### src/rtl/cb_cfg_pkg.sv
// cb_cfg_pkg: shared definitions for the connection-block configuration loader.
// Holds the loader FSM state type and the functions that size the configuration
// word. data_connection_block uses the same functions, so the select-field layout
// is defined in one place.
package cb_cfg_pkg;

    typedef enum logic [1:0] {
        StIdle,
        StShift,
        StCommit,
        StDone
    } cfg_state_e;

    // Select bits per data input word: picks one of 2*W/WW track words.
    function automatic int unsigned sel_per_in(input int unsigned w, input int unsigned ww);
        return $clog2(2 * w / ww);
    endfunction

    // Select bits per track: picks one of DATAOUT output words, or pass-through.
    function automatic int unsigned sel_per_out(input int unsigned dataout);
        return $clog2(dataout + 1);
    endfunction

    function automatic int unsigned cfg_bits(input int unsigned w, input int unsigned ww,
                                             input int unsigned datain,
                                             input int unsigned dataout);
        return sel_per_in(w, ww) * datain * ww + sel_per_out(dataout) * w * 2;
    endfunction

endpackage

### src/rtl/cb_cfg_shift_reg.sv
// cb_cfg_shift_reg: shadow register for the configuration loader.
// Shifts one bit in at the MSB per enabled cycle (LSB-first frame order), registers
// the bit leaving shadow[0] onto chain_out, and, with CB_CFG_PARITY_EN defined,
// keeps a running XOR of the received bits.
//   clk, rst       clock, asynchronous active-low reset
//   shift_en       accept bit_in this cycle
//   clr            (parity build) clear the parity accumulator at frame start
//   par_bit        (parity build) bit_in is the parity bit: forwarded, not stored
//   par_acc        (parity build) XOR of all bits accepted since clr
//   bit_in         serial data
//   shadow         assembled frame
//   chain_out      registered daisy-chain output
module cb_cfg_shift_reg #(
    parameter int unsigned N = 112
) (
    input  logic         clk,
    input  logic         rst,
    input  logic         shift_en,
`ifdef CB_CFG_PARITY_EN
    input  logic         clr,
    input  logic         par_bit,
    output logic         par_acc,
`endif
    input  logic         bit_in,
    output logic [N-1:0] shadow,
    output logic         chain_out
);

    logic [N-1:0] shadow_q;
    logic         chain_q;

    always_ff @(posedge clk or negedge rst) begin
        if (!rst) begin
            shadow_q <= '0;
            chain_q  <= 1'b0;
        end else if (shift_en) begin
`ifdef CB_CFG_PARITY_EN
            if (par_bit) begin
                // Parity bit passes straight down the chain; the shadow keeps the data.
                chain_q <= bit_in;
            end else begin
                chain_q  <= shadow_q[0];
                shadow_q <= {bit_in, shadow_q[N-1:1]};
            end
`else
            chain_q  <= shadow_q[0];
            shadow_q <= {bit_in, shadow_q[N-1:1]};
`endif
        end
    end

`ifdef CB_CFG_PARITY_EN
    logic acc_q;

    always_ff @(posedge clk or negedge rst) begin
        if (!rst) begin
            acc_q <= 1'b0;
        end else if (clr) begin
            acc_q <= 1'b0;
        end else if (shift_en) begin
            acc_q <= acc_q ^ bit_in;
        end
    end

    assign par_acc = acc_q;
`endif

    assign shadow    = shadow_q;
    assign chain_out = chain_q;

endmodule

### src/rtl/cb_config_loader.sv
// cb_config_loader: serial configuration loader for data_connection_block.
// Collects a frame one bit per valid/ready transfer (first bit lands in c[0]),
// then commits the whole frame to c in one edge with a single-cycle cset strobe.
// c = 0 after reset selects pass-through routing in the connection block.
// Optional feature macro: CB_CFG_PARITY_EN -- frame carries a trailing even-parity
// bit; a bad frame is dropped and flags err.
//   clk, rst    clock, asynchronous active-low reset
//   cfg_start   one-cycle pulse, begins (or restarts) a frame
//   cfg_in      serial configuration bit
//   cfg_valid   cfg_in is valid
//   cfg_ready   a bit is accepted this cycle when cfg_valid is high
//   c           committed configuration word
//   cset        one-cycle strobe coincident with a new c
//   busy        frame in progress
//   done        last frame committed (level, cleared by cfg_start)
//   err         parity error, sticky until cfg_start (0 without CB_CFG_PARITY_EN)
//   chain_out   bit shifted out of the shadow register, for daisy-chaining
module cb_config_loader
    import cb_cfg_pkg::*;
#(
    parameter int unsigned W       = 16,
    parameter int unsigned WW      = 4,
    parameter int unsigned DATAIN  = 4,
    parameter int unsigned DATAOUT = 3,
    localparam int unsigned CFG_BITS = cfg_bits(W, WW, DATAIN, DATAOUT)
) (
    input  logic                clk,
    input  logic                rst,
    input  logic                cfg_start,
    input  logic                cfg_in,
    input  logic                cfg_valid,
    output logic                cfg_ready,
    output logic [CFG_BITS-1:0] c,
    output logic                cset,
    output logic                busy,
    output logic                done,
    output logic                err,
    output logic                chain_out
);

`ifdef CB_CFG_PARITY_EN
    localparam int unsigned FrameLen = CFG_BITS + 1;
`else
    localparam int unsigned FrameLen = CFG_BITS;
`endif
    localparam int unsigned CntW = $clog2(FrameLen + 1);

    cfg_state_e          state_q, state_d;
    logic [CntW-1:0]     count_q, count_d;
    logic [CFG_BITS-1:0] c_q, c_d;
    logic                cset_q, cset_d;
    logic                done_q, done_d;
    logic [CFG_BITS-1:0] shadow;
    logic                xfer;
    logic                last_bit;

    assign cfg_ready = (state_q == StShift) & ~cfg_start;
    assign xfer      = cfg_valid & cfg_ready;
    assign last_bit  = (count_q == CntW'(FrameLen - 1));

`ifdef CB_CFG_PARITY_EN
    logic err_q, err_d;
    logic par_acc;

    cb_cfg_shift_reg #(
        .N (CFG_BITS)
    ) u_shift_reg (
        .clk       (clk),
        .rst       (rst),
        .shift_en  (xfer),
        .clr       (cfg_start & (state_q != StCommit)),
        .par_bit   (count_q == CntW'(CFG_BITS)),
        .par_acc   (par_acc),
        .bit_in    (cfg_in),
        .shadow    (shadow),
        .chain_out (chain_out)
    );
`else
    cb_cfg_shift_reg #(
        .N (CFG_BITS)
    ) u_shift_reg (
        .clk       (clk),
        .rst       (rst),
        .shift_en  (xfer),
        .bit_in    (cfg_in),
        .shadow    (shadow),
        .chain_out (chain_out)
    );
`endif

    always_comb begin
        state_d = state_q;
        count_d = count_q;
        c_d     = c_q;
        cset_d  = 1'b0;
        done_d  = done_q;
`ifdef CB_CFG_PARITY_EN
        err_d   = err_q;
`endif
        unique case (state_q)
            StIdle, StDone: begin
                if (cfg_start) begin
                    state_d = StShift;
                    count_d = '0;
                    done_d  = 1'b0;
`ifdef CB_CFG_PARITY_EN
                    err_d   = 1'b0;
`endif
                end
            end
            StShift: begin
                if (cfg_start) begin
                    count_d = '0;
                end else if (xfer) begin
                    count_d = count_q + CntW'(1);
                    if (last_bit) begin
`ifdef CB_CFG_PARITY_EN
                        // Accumulator holds XOR of the data bits; total XOR is zero
                        // exactly when the parity bit equals it.
                        if (par_acc == cfg_in) begin
                            state_d = StCommit;
                        end else begin
                            state_d = StIdle;
                            err_d   = 1'b1;
                        end
`else
                        state_d = StCommit;
`endif
                    end
                end
            end
            StCommit: begin
                c_d     = shadow;
                cset_d  = 1'b1;
                done_d  = 1'b1;
                state_d = StDone;
            end
            default: state_d = StIdle;
        endcase
    end

    always_ff @(posedge clk or negedge rst) begin
        if (!rst) begin
            state_q <= StIdle;
            count_q <= '0;
            c_q     <= '0;
            cset_q  <= 1'b0;
            done_q  <= 1'b0;
        end else begin
            state_q <= state_d;
            count_q <= count_d;
            c_q     <= c_d;
            cset_q  <= cset_d;
            done_q  <= done_d;
        end
    end

`ifdef CB_CFG_PARITY_EN
    always_ff @(posedge clk or negedge rst) begin
        if (!rst) begin
            err_q <= 1'b0;
        end else begin
            err_q <= err_d;
        end
    end

    assign err = err_q;
`else
    assign err = 1'b0;
`endif

    assign c    = c_q;
    assign cset = cset_q;
    assign done = done_q;
    assign busy = (state_q == StShift) | (state_q == StCommit);

endmodule

### config.mk
export PLATFORM = sky130hd
export DESIGN_NAME = cb_config_loader
export DESIGN_NICKNAME = d
export VERILOG_FILES = /design/src/rtl/cb_cfg_pkg.sv /design/src/rtl/cb_cfg_shift_reg.sv /design/src/rtl/cb_config_loader.sv
export SDC_FILE = /design/constraint.sdc
export NUM_CORES = 1
export LEC_CHECK = 0
export CAP_MARGIN = 20
export CORE_ASPECT_RATIO = 0.8
export CORE_MARGIN = 1
export CORE_UTILIZATION = 61
export CTS_BUF_LIST = sky130_fd_sc_hd__clkbuf_4
export CTS_CLUSTER_DIAMETER = 100
export DETAILED_ROUTE_END_ITERATION = 10
export PLACE_DENSITY_LB_ADDON = 0.12
export SLEW_MARGIN = 30
export SYNTH_ARGS = -nofsm -noshare
export SYNTH_HDL_FRONTEND = slang
export SYNTH_SLANG_ARGS = --single-unit
### constraint.sdc
create_clock -name clk -period 4.3 [get_ports clk]
set_input_delay 0.86 -clock clk [delete_from_list [all_inputs] [get_ports clk]]
set_output_delay 0.86 -clock clk [all_outputs]
set_load 0.02 [all_outputs]
Word-level counts from Yosys, hierarchy flattened
Index checks and enable logic that the tools add are counted.
Widths: inputs -> output; s select.

storage, ports and cells
  register bits = 236
  output and inout port bits = 118

operators by class
  add/sub/neg operators = 1
  equality and inequality tests = 9
  multiplexer cells = 12
  bitwise gates (word level) = 4
  reduce and logical (&&, ||, !) cells = 7

operators with widths
  operator             number
  $mux 7               3
  $pmux 7 s2           1
  $mux 2               4
  $add 7x1->7 const B  1
  $eq 7x7->1 const B   1
  $ne 2x2->1 const B   3
  $pmux 2 s3           1
  $eq 2x2->1 const B   2
  $reduce_and 4->1     1
  $reduce_bool 2->1    2
  $ne 3x2->1 const B   1
  $reduce_and 3->1     1
  $and 1x1->1          2
  $eq 2x1->1 const B   1
  $logic_not 2->1      1
  $mux 1               2
  $ne 2x1->1 const B   1
  $pmux 1 s2           1
  $reduce_and 2->1     1
  $reduce_or 2->1      1
  $not 1->1            1
  $or 1x1->1           1

Logic depth before layout (Yosys ltp)
  depth in word-level cells = 6
  depth in mapped cells = 6

Hierarchy
Synthesis repeated with hierarchy kept, for this count alone.

second synthesis, totals
  cells, all modules = 543
  area, all modules = 9,251.4 µm²

modules (own cells, without submodules)
  module            instances  cells an instance  area each (µm²)  seq. area each (µm²)
  cb_config_loader  1          304                4,763.3          3,078.0
  cb_cfg_shift_reg  1          239                4,488.1          2,827.7

Worst setup path after synthesis
No wires, ideal clock.

  kind = input to register
  start = in cfg_start
  end = reg state_q[0]
  library setup time = 0.079 ns
  data arrival time = 1.945 ns
  setup slack = 2.275 ns
  stages on the path = 4
  buffers on the path = 0
  cell sequence = nand3b_1 or4b_1 a21oi_1 mux2i_1

between the ends
  cells in the longest elaborated chain, start to end = 5

ends and longest elaborated chain
  item                                   RTL line                 source
  start, declared                        cb_config_loader.sv:29   input logic cfg_start,
  $not 1->1                              cb_config_loader.sv:57   assign cfg_ready = (state_q == StShift) & ~cfg_start;
  $and 1x1->1                            cb_config_loader.sv:57
  $and 1x1->1                            cb_config_loader.sv:58   assign xfer = cfg_valid & cfg_ready;
  $ne 2x1->1 (no source line)            --
  $reduce_and 4->1 (no source line) (*)  --
  end signal, assigned                   cb_config_loader.sv:144  state_q <= StIdle;
  end signal, assigned                   cb_config_loader.sv:150  state_q <= state_d;
  end, declared                          cb_config_loader.sv:48   cfg_state_e state_q, state_d;

Every way passes the cells marked *; elsewhere a longest branch is shown, timed or not.
A chain may end at the register's enable or synchronous reset.

Final worst setup path
  start = in cfg_start
  end = out cfg_ready

between the ends
  cells in the longest elaborated chain, start to end = 2

ends and longest elaborated chain
  item           RTL line                source
  $not 1->1      cb_config_loader.sv:57
  $and 1x1->1    cb_config_loader.sv:57
  end, declared  cb_config_loader.sv:32  output logic cfg_ready,

Every way passes these cells.

==> results_dict.tcl <==
set metrics [dict create \
    status "complete, no violations" \
    dp_hpwl_um 9810 \
    tns_ns 0 \
    hold_path.class "in2async" \
    synth_cells 536 \
    total_power_mw 4.92 \
    syn_area_sq_um 8880 \
    worstSetupPathType "in2out" \
    worst_skew_pair.late_latency_ns 0.62 \
    cp-start-kind "primary input" \
    finalCritPeriodShare 0.724 \
    final_cell_mix "dfrtp_1 (236), mux2_2 (226), clkdlybuf4s50_1 (120), clkbuf_4 (86), clkinv_1 (8)" \
    rr_worst_depth 6 \
    worstMarginPinSlew_ns 0.889 \
    area_growth_pct 23.7 \
    vias_per_cell 5.36 \
    finalMaxSlewViolations 0 \
    power_density_nw_per_um2 447 \
    drc 0 \
    rsz0062_at_grt "no" \
    io_pins 123 \
    wire_per_inst_um 17.2 \
    yosysSeqAreaShare 0.665 \
    cp.required_ns 3.44 \
    gp_congestion 0.716 \
    clk_pin_slew_ns 0.07 \
    ant_nets 0 \
    grt_pass1_vias 5183 \
    rr_endpoint "count_q[0]$_DFFE_PN0P_" \
    drtIter0Drc 171 \
    fillers 858 \
    layout_commonest_cell "dfrtp_1" \
    grt_pass1_wl_um 25500 \
    grt_max_degree 103 \
    port_buffers 121 \
    cp.arrival_ns 2.25 \
    synth_fp_nets 545 \
    drv_cap 0 \
    finalSetupViolCount 0 \
    r2r_setup_slack_ns 1.88 \
    die_h_um 110 \
    r2r_start "state_q[0]$_DFFE_PN0P_" \
    endpoint_kind "output port" \
    root_buffer "clkbuf_4" \
    min_period_ns 3.11 \
    cts_resized 0 \
    yosys_warnings 0 \
    leakage_nw 5.52 \
    postCtsSetupBuffers 0 \
    antenna_found_initial 0 \
    fin_worst_skew_ns 0.0172 \
    path_max_fanout 7 \
    die_x_um 137 \
    nNetsFinal 705 \
    grt_use_total 0.219 \
    holdBufCountCts 0 \
    synth_area_per_cell_sq_um 16.6 \
    grt_remaining_overflow 0 \
    clk_path_buf_depth 3 \
    vias 4907 \
    htreeDepth 2 \
    rows 39 \
    slew-limit-headroom 0.407 \
    ys_seq_elements 236 \
    ir_worst_vdd_uv 433 \
    die-area_sq_um 15100 \
    numCtsBuffers 56 \
    dr.pass1.iters 5 \
    cts_tree "done" \
    routed_wl_um 15700 \
    ys_types 29 \
    start_util 0.623 \
    antennaDiodeCount 0 \
    clock-sinks 236 \
    coreArea_sq_um 14200 \
    max_clock_freq_mhz 321 \
    hold_viol 0 \
    layout-drive-gt1-share 0.441 \
]
==> registers in the layout, summed over array words and instances, names as in the netlist <==
name	flops
c	112
count_q	7
cset	1
done	1
state_q	2
u_shift_reg.chain_out	1
u_shift_reg.shadow	112
==> routing by layer <==
metal | wire (um) | share of wire | track usage | up-vias
li1 | - | - | - | 2255
met1 | 6840 | 0.43 | 0.290 | 2507
met2 | 7680 | 0.49 | 0.344 | 117
met3 | 951 | 0.060 | 0.0696 | 28
met4 | 261 | 0.017 | 0.0754 | 0
met5 | 0 | 0 | 0 | -
==> synthesized netlist by cell type <==
master,n,area (sq um)
buf_4,1,7.51
or4b_1,1,10.0
nor2_1,7,26.3
o31ai_1,2,15.0
a22o_1,1,8.76
or3_4,1,11.3
nand3b_1,1,7.51
clkbuf_1,18,67.6
inv_1,4,15.0
ha_1,4,50.1
nor4_1,2,12.5
conb_1,1,3.75
dfrtp_1,236,5910
nand3_1,2,10.0
o21ai_0,1,5.00
or4_1,2,15.0
nand2_1,1,3.75
a31oi_1,1,6.26
and2b_1,1,7.51
buf_2,7,35.0
nor3b_1,2,15.0
nor4b_1,1,8.76
a21oi_1,5,25.0
xnor2_1,3,26.3
nor3_1,1,5.00
mux2i_1,2,20.0
nand4_1,1,6.26
mux2_2,226,2540
nor2b_2,1,8.76
==> cell families after synthesis <==
kind of cell	synth area share
AOI/OAI and AO/OA	0.00676
xor gates and xnor gates	0.00296
buffers and inverters	0.0141
muxes	0.289
and+or+nand+nor	0.0166
other	0.000422
adders and majority gates	0.00563
DFF	0.665
==> worst max path at each step <==
stage,startpoint,depth (start not counted),end,slack [ns]
final,cfg_start,3,cfg_ready,1.19
after CTS,cfg_start,3,cfg_ready,1.19
after global routing,state_q[1]$_DFFE_PN0P_,4,cfg_ready,1.12
after floorplan,cfg_start,4,state_q[0]$_DFFE_PN0P_,2.28
after global placement,cfg_start,3,cfg_ready,1.24
after detailed placement,cfg_start,3,cfg_ready,1.20
==> worst max-delay path, cell delays in order <==
cell             delay, ns
clkdlybuf4s50_1       0.55
and2b_1               0.25
clkdlybuf4s50_1       0.59
==> through the flow <==
step / utilization / instances / hold WS, ns / instance area [sq um] / setup slack (ns)
3_5_place_dp: 0.722 / 821 / 0.494 / 10300 / 1.20
6_report: 0.772 / 916 / 0.256 / 11000 / 1.19
3_3_place_gp: 0.722 / 821 / 0.488 / 10300 / 1.24
2_1_floorplan: - / 536 / 0.492 / 8880 / 2.28
5_1_grt: 0.772 / 916 / 0.305 / 11000 / 1.12
4_1_cts: 0.770 / 915 / 0.276 / 11000 / 1.19
==> where the power goes <==
group	switching, mW	internal (mW)	leakage (nW)
Clock	0.817	0.898	0.408
Sequential	0.0582	2.30	3.28
Combinational	0.456	0.386	1.84
==> final cells by class <==
type                    count  area [sq um]  area share
repair buffers            128          1300       0.118
clock buffers              86           646      0.0587
clock inverters             8          30.0     0.00273
flip-flops and latches    236          5910       0.537
multi-input cells         270          2870       0.261
inverters                   4          15.0     0.00137
well taps                 184           230      0.0209
(Power assumes the default switching activity.)
